File: config.mk
export PLATFORM = sky130hd
export DESIGN_NAME = multicycle_control
export DESIGN_NICKNAME = d
export VERILOG_FILES = /design/src/rtl/mc_pkg.sv /design/src/rtl/mc_mem_timer.sv /design/src/rtl/multicycle_control.sv
export SDC_FILE = /design/constraint.sdc
export NUM_CORES = 1
export LEC_CHECK = 0
export BUFFER_PORTS_ARGS = -buffer_cell sky130_fd_sc_hd__buf_2
export CAP_MARGIN = 20
export CORE_MARGIN = 2
export CORE_UTILIZATION = 35
export CTS_CLUSTER_DIAMETER = 200
export CTS_CLUSTER_SIZE = 8
export DETAILED_ROUTE_END_ITERATION = 8
export PLACE_DENSITY = 0.71
export SKIP_CTS_REPAIR_TIMING = 1
export SLEW_MARGIN = 10
export SYNTH_ARGS = -nofsm -noshare
export SYNTH_HDL_FRONTEND = slang
export SYNTH_SLANG_ARGS = --single-unit
File: constraint.sdc
create_clock -name clk -period 4.5 [get_ports clk]
set_input_delay 0.45 -clock clk [delete_from_list [all_inputs] [get_ports clk]]
set_output_delay 0.45 -clock clk [all_outputs]
set_load 0.005 [all_outputs]
File: src/rtl/mc_pkg.sv
// Shared types and encodings for the multi-cycle MIPS control unit and its memory-wait timer.
// Holds the state enum, opcodes, ALUOp, ALUSrcB and PCSource encodings.
package mc_pkg;

   typedef enum logic [3:0] {
      S_FETCH  = 4'd0,
      S_DECODE = 4'd1,
      S_MEMADR = 4'd2,
      S_MEMRD  = 4'd3,
      S_MEMWB  = 4'd4,
      S_MEMWR  = 4'd5,
      S_EXEC   = 4'd6,
      S_ALUWB  = 4'd7,
      S_BRANCH = 4'd8,
      S_JUMP   = 4'd9,
      S_ADDIEX = 4'd10,
      S_ADDIWB = 4'd11
   } mc_state_t;

   localparam logic [5:0] OP_RTYPE = 6'b000000;
   localparam logic [5:0] OP_LW    = 6'b100011;
   localparam logic [5:0] OP_SW    = 6'b101011;
   localparam logic [5:0] OP_BEQ   = 6'b000100;
   localparam logic [5:0] OP_J     = 6'b000010;
   localparam logic [5:0] OP_ADDI  = 6'b001000;

   localparam logic [1:0] ALUOP_ADD   = 2'b00;
   localparam logic [1:0] ALUOP_SUB   = 2'b01;
   localparam logic [1:0] ALUOP_FUNCT = 2'b10;

   localparam logic [1:0] SRCB_B      = 2'b00;
   localparam logic [1:0] SRCB_FOUR   = 2'b01;
   localparam logic [1:0] SRCB_IMM    = 2'b10;
   localparam logic [1:0] SRCB_IMM_SH = 2'b11;

   localparam logic [1:0] PCSRC_ALU    = 2'b00;
   localparam logic [1:0] PCSRC_ALUOUT = 2'b01;
   localparam logic [1:0] PCSRC_JUMP   = 2'b10;

endpackage

File: src/rtl/mc_mem_timer.sv
// Counts consecutive memory-state cycles without mem_ready; timeout is combinational in the
// cycle the count sits at MEM_TIMEOUT-1 with mem_ready still low. No backpressure of its own.
module mc_mem_timer #(
   parameter int MEM_TIMEOUT = 16,
   parameter int CNT_W       = $clog2(MEM_TIMEOUT + 1)
) (
   input  logic clk,
   input  logic rst_n,
   input  logic in_mem_state,
   input  logic mem_ready,
   output logic timeout
);

   logic [CNT_W-1:0] cnt;

   assign timeout = in_mem_state && !mem_ready && (cnt == CNT_W'(MEM_TIMEOUT - 1));

   // A timeout forces the FSM back to fetch, so the count restarts with it.
   always_ff @(posedge clk or negedge rst_n) begin
      if (!rst_n) begin
         cnt <= '0;
      end else if (!in_mem_state || mem_ready || timeout) begin
         cnt <= '0;
      end else begin
         cnt <= cnt + CNT_W'(1);
      end
   end

endmodule

File: src/rtl/multicycle_control.sv
// Multi-cycle MIPS control FSM: 3-5 cycles per instruction, outputs decoded from state (and mem_ready
// for IRWrite/PCWrite); memory states stall on mem_ready with timeout abort. ADDI_EN enables addi.
module multicycle_control
   import mc_pkg::*;
#(
   parameter int MEM_TIMEOUT = 16,
   parameter int CNT_W       = $clog2(MEM_TIMEOUT + 1)
) (
   input  logic       clk,
   input  logic       rst_n,
   input  logic [5:0] op,
   input  logic       mem_ready,
   output logic       PCWrite,
   output logic       PCWriteCond,
   output logic       IorD,
   output logic       IRWrite,
   output logic [1:0] PCSource,
   output logic       MemRead,
   output logic       MemWrite,
   output logic       MemtoReg,
   output logic       RegDst,
   output logic       RegWrite,
   output logic       ALUSrcA,
   output logic [1:0] ALUSrcB,
   output logic [1:0] ALUOp,
   output logic [3:0] state,
   output logic       illegal_op,
   output logic       mem_err
);

   mc_state_t state_q, state_d;
   logic      in_mem_state;
   logic      timeout;
   logic      op_known;

   assign in_mem_state = (state_q == S_FETCH) || (state_q == S_MEMRD) || (state_q == S_MEMWR);

   mc_mem_timer #(
      .MEM_TIMEOUT (MEM_TIMEOUT),
      .CNT_W       (CNT_W)
   ) u_timer (
      .clk          (clk),
      .rst_n        (rst_n),
      .in_mem_state (in_mem_state),
      .mem_ready    (mem_ready),
      .timeout      (timeout)
   );

   always_ff @(posedge clk or negedge rst_n) begin
      if (!rst_n) begin
         state_q <= S_FETCH;
      end else begin
         state_q <= state_d;
      end
   end

   always_comb begin
      op_known = 1'b0;
      case (op)
         OP_RTYPE, OP_LW, OP_SW, OP_BEQ, OP_J: op_known = 1'b1;
`ifdef ADDI_EN
         OP_ADDI:                              op_known = 1'b1;
`endif
         default:                              op_known = 1'b0;
      endcase
   end

   always_comb begin
      state_d = S_FETCH;
      case (state_q)
         S_FETCH:  state_d = mem_ready ? S_DECODE : S_FETCH;
         S_DECODE: begin
            case (op)
               OP_RTYPE:     state_d = S_EXEC;
               OP_LW, OP_SW: state_d = S_MEMADR;
               OP_BEQ:       state_d = S_BRANCH;
               OP_J:         state_d = S_JUMP;
`ifdef ADDI_EN
               OP_ADDI:      state_d = S_ADDIEX;
`endif
               default:      state_d = S_FETCH;
            endcase
         end
         S_MEMADR: state_d = (op == OP_SW) ? S_MEMWR : S_MEMRD;
         S_MEMRD:  state_d = mem_ready ? S_MEMWB : (timeout ? S_FETCH : S_MEMRD);
         S_MEMWR:  state_d = (mem_ready || timeout) ? S_FETCH : S_MEMWR;
         S_EXEC:   state_d = S_ALUWB;
`ifdef ADDI_EN
         S_ADDIEX: state_d = S_ADDIWB;
`endif
         default:  state_d = S_FETCH;
      endcase
   end

   always_comb begin
      PCWrite     = 1'b0;
      PCWriteCond = 1'b0;
      IorD        = 1'b0;
      IRWrite     = 1'b0;
      PCSource    = PCSRC_ALU;
      MemRead     = 1'b0;
      MemWrite    = 1'b0;
      MemtoReg    = 1'b0;
      RegDst      = 1'b0;
      RegWrite    = 1'b0;
      ALUSrcA     = 1'b0;
      ALUSrcB     = SRCB_B;
      ALUOp       = ALUOP_ADD;
      case (state_q)
         S_FETCH: begin
            MemRead = 1'b1;
            ALUSrcB = SRCB_FOUR;
            IRWrite = mem_ready;
            PCWrite = mem_ready;
         end
         S_DECODE: ALUSrcB = SRCB_IMM_SH;
         S_MEMADR: begin
            ALUSrcA = 1'b1;
            ALUSrcB = SRCB_IMM;
         end
         S_MEMRD: begin
            MemRead = 1'b1;
            IorD    = 1'b1;
         end
         S_MEMWB: begin
            RegWrite = 1'b1;
            MemtoReg = 1'b1;
         end
         S_MEMWR: begin
            MemWrite = 1'b1;
            IorD     = 1'b1;
         end
         S_EXEC: begin
            ALUSrcA = 1'b1;
            ALUOp   = ALUOP_FUNCT;
         end
         S_ALUWB: begin
            RegWrite = 1'b1;
            RegDst   = 1'b1;
         end
         S_BRANCH: begin
            ALUSrcA     = 1'b1;
            ALUOp       = ALUOP_SUB;
            PCWriteCond = 1'b1;
            PCSource    = PCSRC_ALUOUT;
         end
         S_JUMP: begin
            PCWrite  = 1'b1;
            PCSource = PCSRC_JUMP;
         end
`ifdef ADDI_EN
         S_ADDIEX: begin
            ALUSrcA = 1'b1;
            ALUSrcB = SRCB_IMM;
         end
         S_ADDIWB: RegWrite = 1'b1;
`endif
         default: ;
      endcase
      // Strobes are held low for the whole reset so an aborted instruction never writes.
      if (!rst_n) begin
         MemRead     = 1'b0;
         MemWrite    = 1'b0;
         IRWrite     = 1'b0;
         PCWrite     = 1'b0;
         PCWriteCond = 1'b0;
         RegWrite    = 1'b0;
      end
   end

   assign state      = state_q;
   assign illegal_op = rst_n && (state_q == S_DECODE) && !op_known;
   assign mem_err    = rst_n && timeout;

endmodule
== Yosys cells after proc, flatten, opt, wreduce, memory -nomap -nowiden ==
Index checks and enable logic that the tools add are counted.
Storage, ports and cells
  bits in registers: 9
  input bits: 9
  output and inout bits: 22
  logic and storage cells: 66
Cells by class
  add/subtract/negate cells: 1
  eq/ne operators: 14
  muxes and demuxes: 28
  reductions and logical operators: 21
Operators by type and width (number)
  4-bit case mux with 6 select lines: 1
  1-bit two-way mux: 17
  4-bit by 3-bit equality test with 1-bit output, second input constant: 4
  4-bit case mux with 4 select lines: 1
  6-bit equality test, second input constant: 2
  3-bit two-way mux: 3
  4-bit by 2-bit equality test with 1-bit output, second input constant: 2
  4-bit equality test, second input constant: 2
  2-bit case mux with 2 select lines: 2
  2-bit OR reduction: 4
  6-bit by 2-bit equality test with 1-bit output, second input constant: 1
  6-bit by 3-bit equality test with 1-bit output, second input constant: 1
  6-bit zero test: 1
  2-bit case mux with 3 select lines: 1
  5-bit by 1-bit adder with 5-bit output, second input constant: 1
  5-bit by 4-bit equality test with 1-bit output, second input constant: 1
  1-bit logical AND: 5
  1-bit logical OR: 5
  5-bit two-way mux: 1
  5-bit OR reduction: 1
  4-bit by 1-bit equality test with 1-bit output, second input constant: 1
  4-bit zero test: 1
  1-bit zero test: 3
  3-bit OR reduction: 1
  other kinds (2): 2

== Depth between registers and ports, before layout ==
Gate-level depths: netlist of the first run.
  depth after elaboration: 8
  depth in mapped cells: 6
  gate-level depth less buffers: 6

== Hierarchy ==
A second synthesis of the first run with hierarchy kept.
Unflattened totals
  cell total of the unflattened synthesis: 86
  area, all modules: 724.4 µm²
By module, submodules not included
  multicycle_control: times used 1, cells each 65, area an instance 479.2 µm², seq. area each 100.1 µm²
  mc_mem_timer: times used 1, cells each 21, area an instance 245.2 µm², seq. area each 125.1 µm²

== Worst setup path before layout of the first run ==
Ideal clock, no wire load.
  path kind: register to register
  from: register u_timer.cnt[0]
  to: register state_q[2], in the netlist state[2]
  setup time: 0.066 ns
  arrival: 1.878 ns
  required time: 4.434 ns
  slack: 2.556 ns
  stages on the path, launching flop included: 7
  buffers on the path: 0
  period minus slack after synthesis: 1.944 ns
  cells stage by stage: dfrtp_1 ha_1 and3_1 ha_1 or4b_1 a311oi_1 a221o_1
Between the ends
  longest elaborated chain between the ends: 5
RTL lines
  start, declared: RTL line mc_mem_timer.sv:14  | logic [CNT_W-1:0] cnt;
  start signal, assigned: RTL line mc_mem_timer.sv:25  | cnt <= cnt + CNT_W'(1);
  5-bit by 4-bit equality test with 1-bit output: RTL line mc_mem_timer.sv:16  | assign timeout = in_mem_state && !mem_ready && (cnt == CNT_W'(MEM_TIMEOUT - 1));
  1-bit logical AND: RTL line mc_mem_timer.sv:16
  1-bit logical OR: RTL line multicycle_control.sv:86  | S_MEMWR: state_d = (mem_ready || timeout) ? S_FETCH : S_MEMWR;
  3-bit two-way mux: RTL line multicycle_control.sv:86
  4-bit case mux with 6 select lines: RTL line multicycle_control.sv:70  | case (state_q)
  net state_d[2]: RTL line multicycle_control.sv:31  | mc_state_t state_q, state_d;
  end signal, assigned: RTL line multicycle_control.sv:53  | state_q <= state_d;
  end, declared: RTL line multicycle_control.sv:31
The timed path passes the listed nets, and every way through them passes these cells.

== Worst setup path in the final report of the first run ==
  from: register state_q[0], in the netlist state[0]
  to: output port illegal_op
Between the ends
  longest elaborated chain between the ends: 3
RTL lines
  4-bit by 1-bit equality test with 1-bit output: RTL line multicycle_control.sv:172  | assign illegal_op = rst_n && (state_q == S_DECODE) && !op_known;
  1-bit logical AND (2 in series): RTL line multicycle_control.sv:172
  end, declared: RTL line multicycle_control.sv:27  | output logic illegal_op,
Every way passes these cells.

==> results_dict.tcl, run 1 <==
set metrics [dict create \
    status "finished, final reports clean" \
    grt_max_degree 21 \
    n_antenna_cell 0 \
    dieWidth_um 50.6 \
    nets 131 \
    wl_per_cell_um 12.1 \
    worst-path-buf-inv 2 \
    slowest_stage "dfrtp_1" \
    tns_ns 0 \
    maxSlewHeadroom_pct 59.9 \
    power_density_nw_per_um2 434 \
    ys.flop_type "dfrtp_1" \
    synthesis.nets 102 \
    fillers 225 \
    drive_above_1_share_pct 31.9 \
    syn_area_sq_um 761 \
    synth_top_area_share_pct 29.6 \
    drv_slew 0 \
    tritoncts "yes" \
    fmax_mhz 429 \
    rsz0062_at_grt "false" \
    synthTopCellsByCount "nor3_1, dfrtp_1, nor2_1" \
    yosysWarnings 0 \
    grt_pass1_vias 730 \
    vdd_drop_max_v 0.000185 \
    drc 0 \
    vias_per_cell 5.31 \
    grt.total_usage_pct 14.9 \
    coreArea_sq_um 2000 \
    synth-async-reset-ratio_pct 100 \
    start_util_pct 38.0 \
    drtIter0Drc 10 \
    clk_latency_ns 0.25 \
    crit_arrival_ns 1.88 \
    yosysMostFrequentCell "nor3_1" \
    cts.reportedPaths.clkPinSlew_ns 0.06 \
    synth_seq_area_share_pct 29.6 \
    synth_edf_count 0 \
    reg2reg_depth 6 \
    critPathMaxStageDelay_ns 0.72 \
    pin_count 31 \
    critPathRequiredTime_ns 4.05 \
    syn_to_final_growth_pct 23.7 \
    ant_nets 0 \
    finalClockSkew_ns 0.00239 \
    die-area_sq_um 2560 \
    postSynthAreaPerCell_sq_um 8.36 \
    hold_ws_ns 0.0556 \
    gp_congestion 0.833 \
    io_buffers 30 \
    synthTopCellsByArea "dfrtp_1, nor3_1, nand2b_1" \
    hold_viol 0 \
    cts_sinks 9 \
    synthCells 91 \
    grt_overflow 0 \
    worst-path-max-fanout 20 \
    htreeDepth 1 \
    synth.distinct_cells 37 \
    drt_wl_total_um 1760 \
    setup_viol 0 \
    leakage_nw 0.442 \
    start_kind "register" \
    cap_violations 0 \
    ys_seq_elements 9 \
    dp_hpwl_um 1330 \
    grt_pass1_wl_um 2990 \
    max_slew.worst_pin.slew_ns 0.601 \
    clockRootBuffer "clkbuf_4" \
    synth_area_leader_cell "dfrtp_1" \
    period_minus_slack_ns 2.33 \
    clockBufferDepth 2 \
    crit_chain "nor4b_1 > inv_1 > nor4_1 > buf_2" \
    cp-end-kind "output pin" \
    criticalPathCategory "register to output pin" \
    hp-class "primary input to asynchronous set/reset pin" \
    antenna_found_initial 0 \
    vias 775 \
    finalCritPeriodShare_pct 51.9 \
    drt_pass1_iterations 4 \
    numCtsBuffers 3 \
    cp.depth 4 \
    rows 16 \
    die_height_um 50.6 \
    crit_family "flip-flops" \
]
-- placed cells by master (no fill, tap or decap), types with 2 or more instances in the layout --
cell type  count
buf_2         30
nor3_1        12
dfrtp_1        9
nor2_1         8
nand2b_1       6
inv_1          4
nor3b_1        4
nor4_1         4
xnor2_1        3
a21oi_1        3
nand2_1        3
clkbuf_4       3
and3_1         2
or4_4          2
a31oi_1        2
ha_1           2
-- routing by layer --
metal  GRT usage, %  wire length (um)  vias to the layer above
li1               -                 -                      390
met4           3.60                 0                        0
met1           17.2               805                      365
met5              0                 0                        -
met3           3.87               106                        0
met2           27.2               851                       20
-- kinds of logic (layout without fill, tap and decap cells) --
group	Yosys count	in the layout	share of synthesized area (%)
simple gates	54	54	44.2
compound gates	11	11	11.0
buf+inv	10	38	5.92
flops	9	9	29.6
xor+xnor	4	4	4.61
fa+ha+maj	2	2	3.29
mux	1	1	1.32
-- where the power goes --
part	total (mW)	internal [mW]	switching [mW]
clock network	0.0598	0.0340	0.0258
logic	0.197	0.104	0.0935
registers	0.151	0.0968	0.0543
-- stage by stage --
step / cells / setup slack (ns) / util [%] / power, mW / area, sq um
2_1_floorplan: 91 / 2.56 / - / 0.289 / 761
3_3_place_gp: 142 / 2.46 / 45.7 / 0.342 / 915
3_5_place_dp: 142 / 2.42 / 45.7 / 0.350 / 915
4_1_cts: 146 / 2.16 / 47.0 / 0.410 / 941
5_1_grt: 146 / 1.93 / 47.0 / 0.444 / 941
6_report: 146 / 2.17 / 47.0 / 0.408 / 941
-- area by class of cell --
cell class                      count  area [sq um]  share of cell area (%)
Multi-Input combinational cell     72           490                    52.1
Sequential cell                     9           225                    23.9
Timing Repair Buffer               30           150                    16.0
Tap cell                           27          33.8                    3.59
Clock buffer                        4          26.3                    2.79
Inverter                            4          15.0                    1.60
-- registers in the layout, summed over array words and instances, names as in the netlist --
register and flops:
u_timer.cnt 5, state 4
-- final timing paths --
| check | startpoint | end | slack (ns) |
|---|---|---|---|
| hold reg to reg | u_timer.cnt[0]$_DFF_PN0_ | u_timer.cnt[0]$_DFF_PN0_ | 0.51 |
| max in group asynchronous | rst_n | u_timer.cnt[2]$_DFF_PN0_ | 4.24 |
| hold / removal | rst_n | u_timer.cnt[1]$_DFF_PN0_ | 0.06 |
| setup reg to reg | u_timer.cnt[0]$_DFF_PN0_ | state[2]$_DFF_PN0_ | 2.39 |
| setup / recovery | state[0]$_DFF_PN0_ | illegal_op | 2.17 |
| min in group clk | u_timer.cnt[0]$_DFF_PN0_ | u_timer.cnt[0]$_DFF_PN0_ | 0.51 |
No activity file was read; power rests on OpenSTA's default activity.
==> run 2: changes to the inputs <==
--- a/config.mk
+++ b/config.mk
@@ -12,7 +12,7 @@
 export CTS_CLUSTER_DIAMETER = 200
 export CTS_CLUSTER_SIZE = 8
 export DETAILED_ROUTE_END_ITERATION = 8
-export PLACE_DENSITY = 0.71
+export PLACE_DENSITY = 0.73
 export SKIP_CTS_REPAIR_TIMING = 1
 export SLEW_MARGIN = 10
 export SYNTH_ARGS = -nofsm -noshare
==> constraint.sdc (replaced) <==
create_clock -name clk -period 1.9 [get_ports clk]
set_input_delay 0.19 -clock clk [delete_from_list [all_inputs] [get_ports clk]]
set_output_delay 0.19 -clock clk [all_outputs]
set_load 0.005 [all_outputs]
==> results_dict.tcl, run 2 (synthesis gave the netlist of run 1 again) <==
set metrics [dict create \
    drc 0 \
    numCtsBuffers 3 \
    wl_per_cell_um 12.4 \
    reg2reg_depth 6 \
    critPathMaxStageDelay_ns 0.49 \
    reg2reg_from "u_timer.cnt[1]$_DFF_PN0_" \
    drt_pass1_iterations 4 \
    fillers 195 \
    cp-end-kind "register" \
    max_slew.worst_pin.slew_ns 0.399 \
    finalClockSkew_ns 0.00276 \
    criticalPathCategory "register to register" \
    final_common_cell "buf_2" \
    ant_nets 0 \
    finalCritPeriodShare_pct 95.5 \
    power_density_nw_per_um2 1030 \
    total_power_mw 1.09 \
    top_register "u_timer.cnt" \
    hp-class "primary input to register" \
    gp_congestion 0.746 \
    clockBufferDepth 2 \
    maxSlewHeadroom_pct 73.3 \
    cts_sinks 9 \
    grt.total_usage_pct 15.6 \
    critPathRequiredTime_ns 2.09 \
    min_from "op[2]" \
    setup_ws_ns 0.0855 \
    pin_count 31 \
    grt_max_degree 16 \
    crit_arrival_ns 2.01 \
    vias_per_cell 5.37 \
    dieWidth_um 50.6 \
    vdd_drop_max_v 0.000603 \
    leakage_nw 0.488 \
    antenna_found_initial 0 \
    drt_wl_total_um 1920 \
    hold_viol 0 \
    clk_latency_ns 0.27 \
    grt_overflow 0 \
    rsz0062_at_grt "true" \
    cts.reportedPaths.clkPinSlew_ns 0.06 \
    grt_pass1_wl_um 3090 \
    dp_hpwl_um 1410 \
    min_path_cells 3 \
    grt_pass1_vias 727 \
    clockRootBuffer "clkbuf_4" \
    vias 832 \
    drv_slew 0 \
    n_antenna_cell 0 \
    rows 16 \
    r2r_end "state[0]$_DFF_PN0_" \
    worst-path-max-fanout 2 \
    syn_to_final_growth_pct 38.8 \
    cap_violations 0 \
    fmax_mhz 551 \
    die-area_sq_um 2560 \
    status "finished, final reports clean" \
    final_cell_mix "buf_2, nor3_1, nor2_1, buf_4, dfrtp_1" \
    slowest_stage "or4b_4" \
    io_buffers 30 \
    drtIter0Drc 12 \
    nets 140 \
    pre_cts_ws_ns -0.0119 \
    die_height_um 50.6 \
    largest_reg_flops 5 \
    start_kind "register" \
    hold_path_end "state[3]$_DFF_PN0_" \
    period_minus_slack_ns 1.81 \
    r2r_slack_ns 0.09 \
    htreeDepth 1 \
    coreArea_sq_um 2000 \
    crit_chain "ha_2 > and3_4 > ha_4 > or4b_4 > a31oi_1 > o2bb2ai_2" \
    drive_above_1_share_pct 43.0 \
    setup_viol 0 \
    tritoncts "yes" \
    start_util_pct 38.0 \
]
run 2: worst max-delay path: cells and delay by family (launching register included):
| kind | cells | cell delay, ns |
|---|---|---|
| AO/OA/AOI/OAI | 2 | 0.34 |
| adder cells (fa/ha/maj) | 2 | 0.35 |
| flip-flops | 1 | 0.38 |
| AND/OR/NAND/NOR | 2 | 0.67 |
run 2: power breakdown:
group	switching, mW	internal (mW)
Combinational	0.318	0.323
Clock	0.0699	0.0811
Sequential	0.0610	0.235
run 2: metal layers:
metal	share of wire [%]	routed length, um	track usage, %	vias to the layer above
met1	47	911	20.4	384
li1	-	-	-	414
met2	46	883	24.6	32
met4	0.88	17	8.11	0
met5	0	0	0	-
met3	5.6	108	2.68	2
run 2: per-stage QoR:
step	hold WS, ns	area, sq um	instances	utilization (%)	setup TNS, ns
2_1_floorplan	-0.106	766	91	-	0
3_3_place_gp	0.0699	980	150	48.9	0
3_5_place_dp	0.0715	980	150	48.9	-0.0119
4_1_cts	-0.214	1010	154	50.2	-0.0573
5_1_grt	0.232	1060	155	52.8	0
6_report	0.218	1060	155	52.8	0
run 2: area by class of cell:
type | instances | area, sq um | area share (%)
clock buffer | 4 | 26.3 | 2.49
sequential | 9 | 228 | 21.6
tap | 27 | 33.8 | 3.20
timing repair buffer | 39 | 220 | 20.9
multi-input combinational | 72 | 533 | 50.5
inverter | 4 | 15.0 | 1.42
run 2: worst max-delay path by stage:
stage / from / endpoint / slack [ns] / depth (start not counted)
finish: u_timer.cnt[1]$_DFF_PN0_ / state[0]$_DFF_PN0_ / 0.09 / 6
global route: u_timer.cnt[1]$_DFF_PN0_ / state[2]$_DFF_PN0_ / 0.004 / 6
CTS: u_timer.cnt[0]$_DFF_PN0_ / state[2]$_DFF_PN0_ / -0.04 / 6
detailed placement: u_timer.cnt[0]$_DFF_PN0_ / state[2]$_DFF_PN0_ / -0.01 / 6
global placement: u_timer.cnt[0]$_DFF_PN0_ / state[2]$_DFF_PN0_ / 0.009 / 6
floorplan: u_timer.cnt[0]$_DFF_PN0_ / state[2]$_DFF_PN0_ / 0.02 / 6
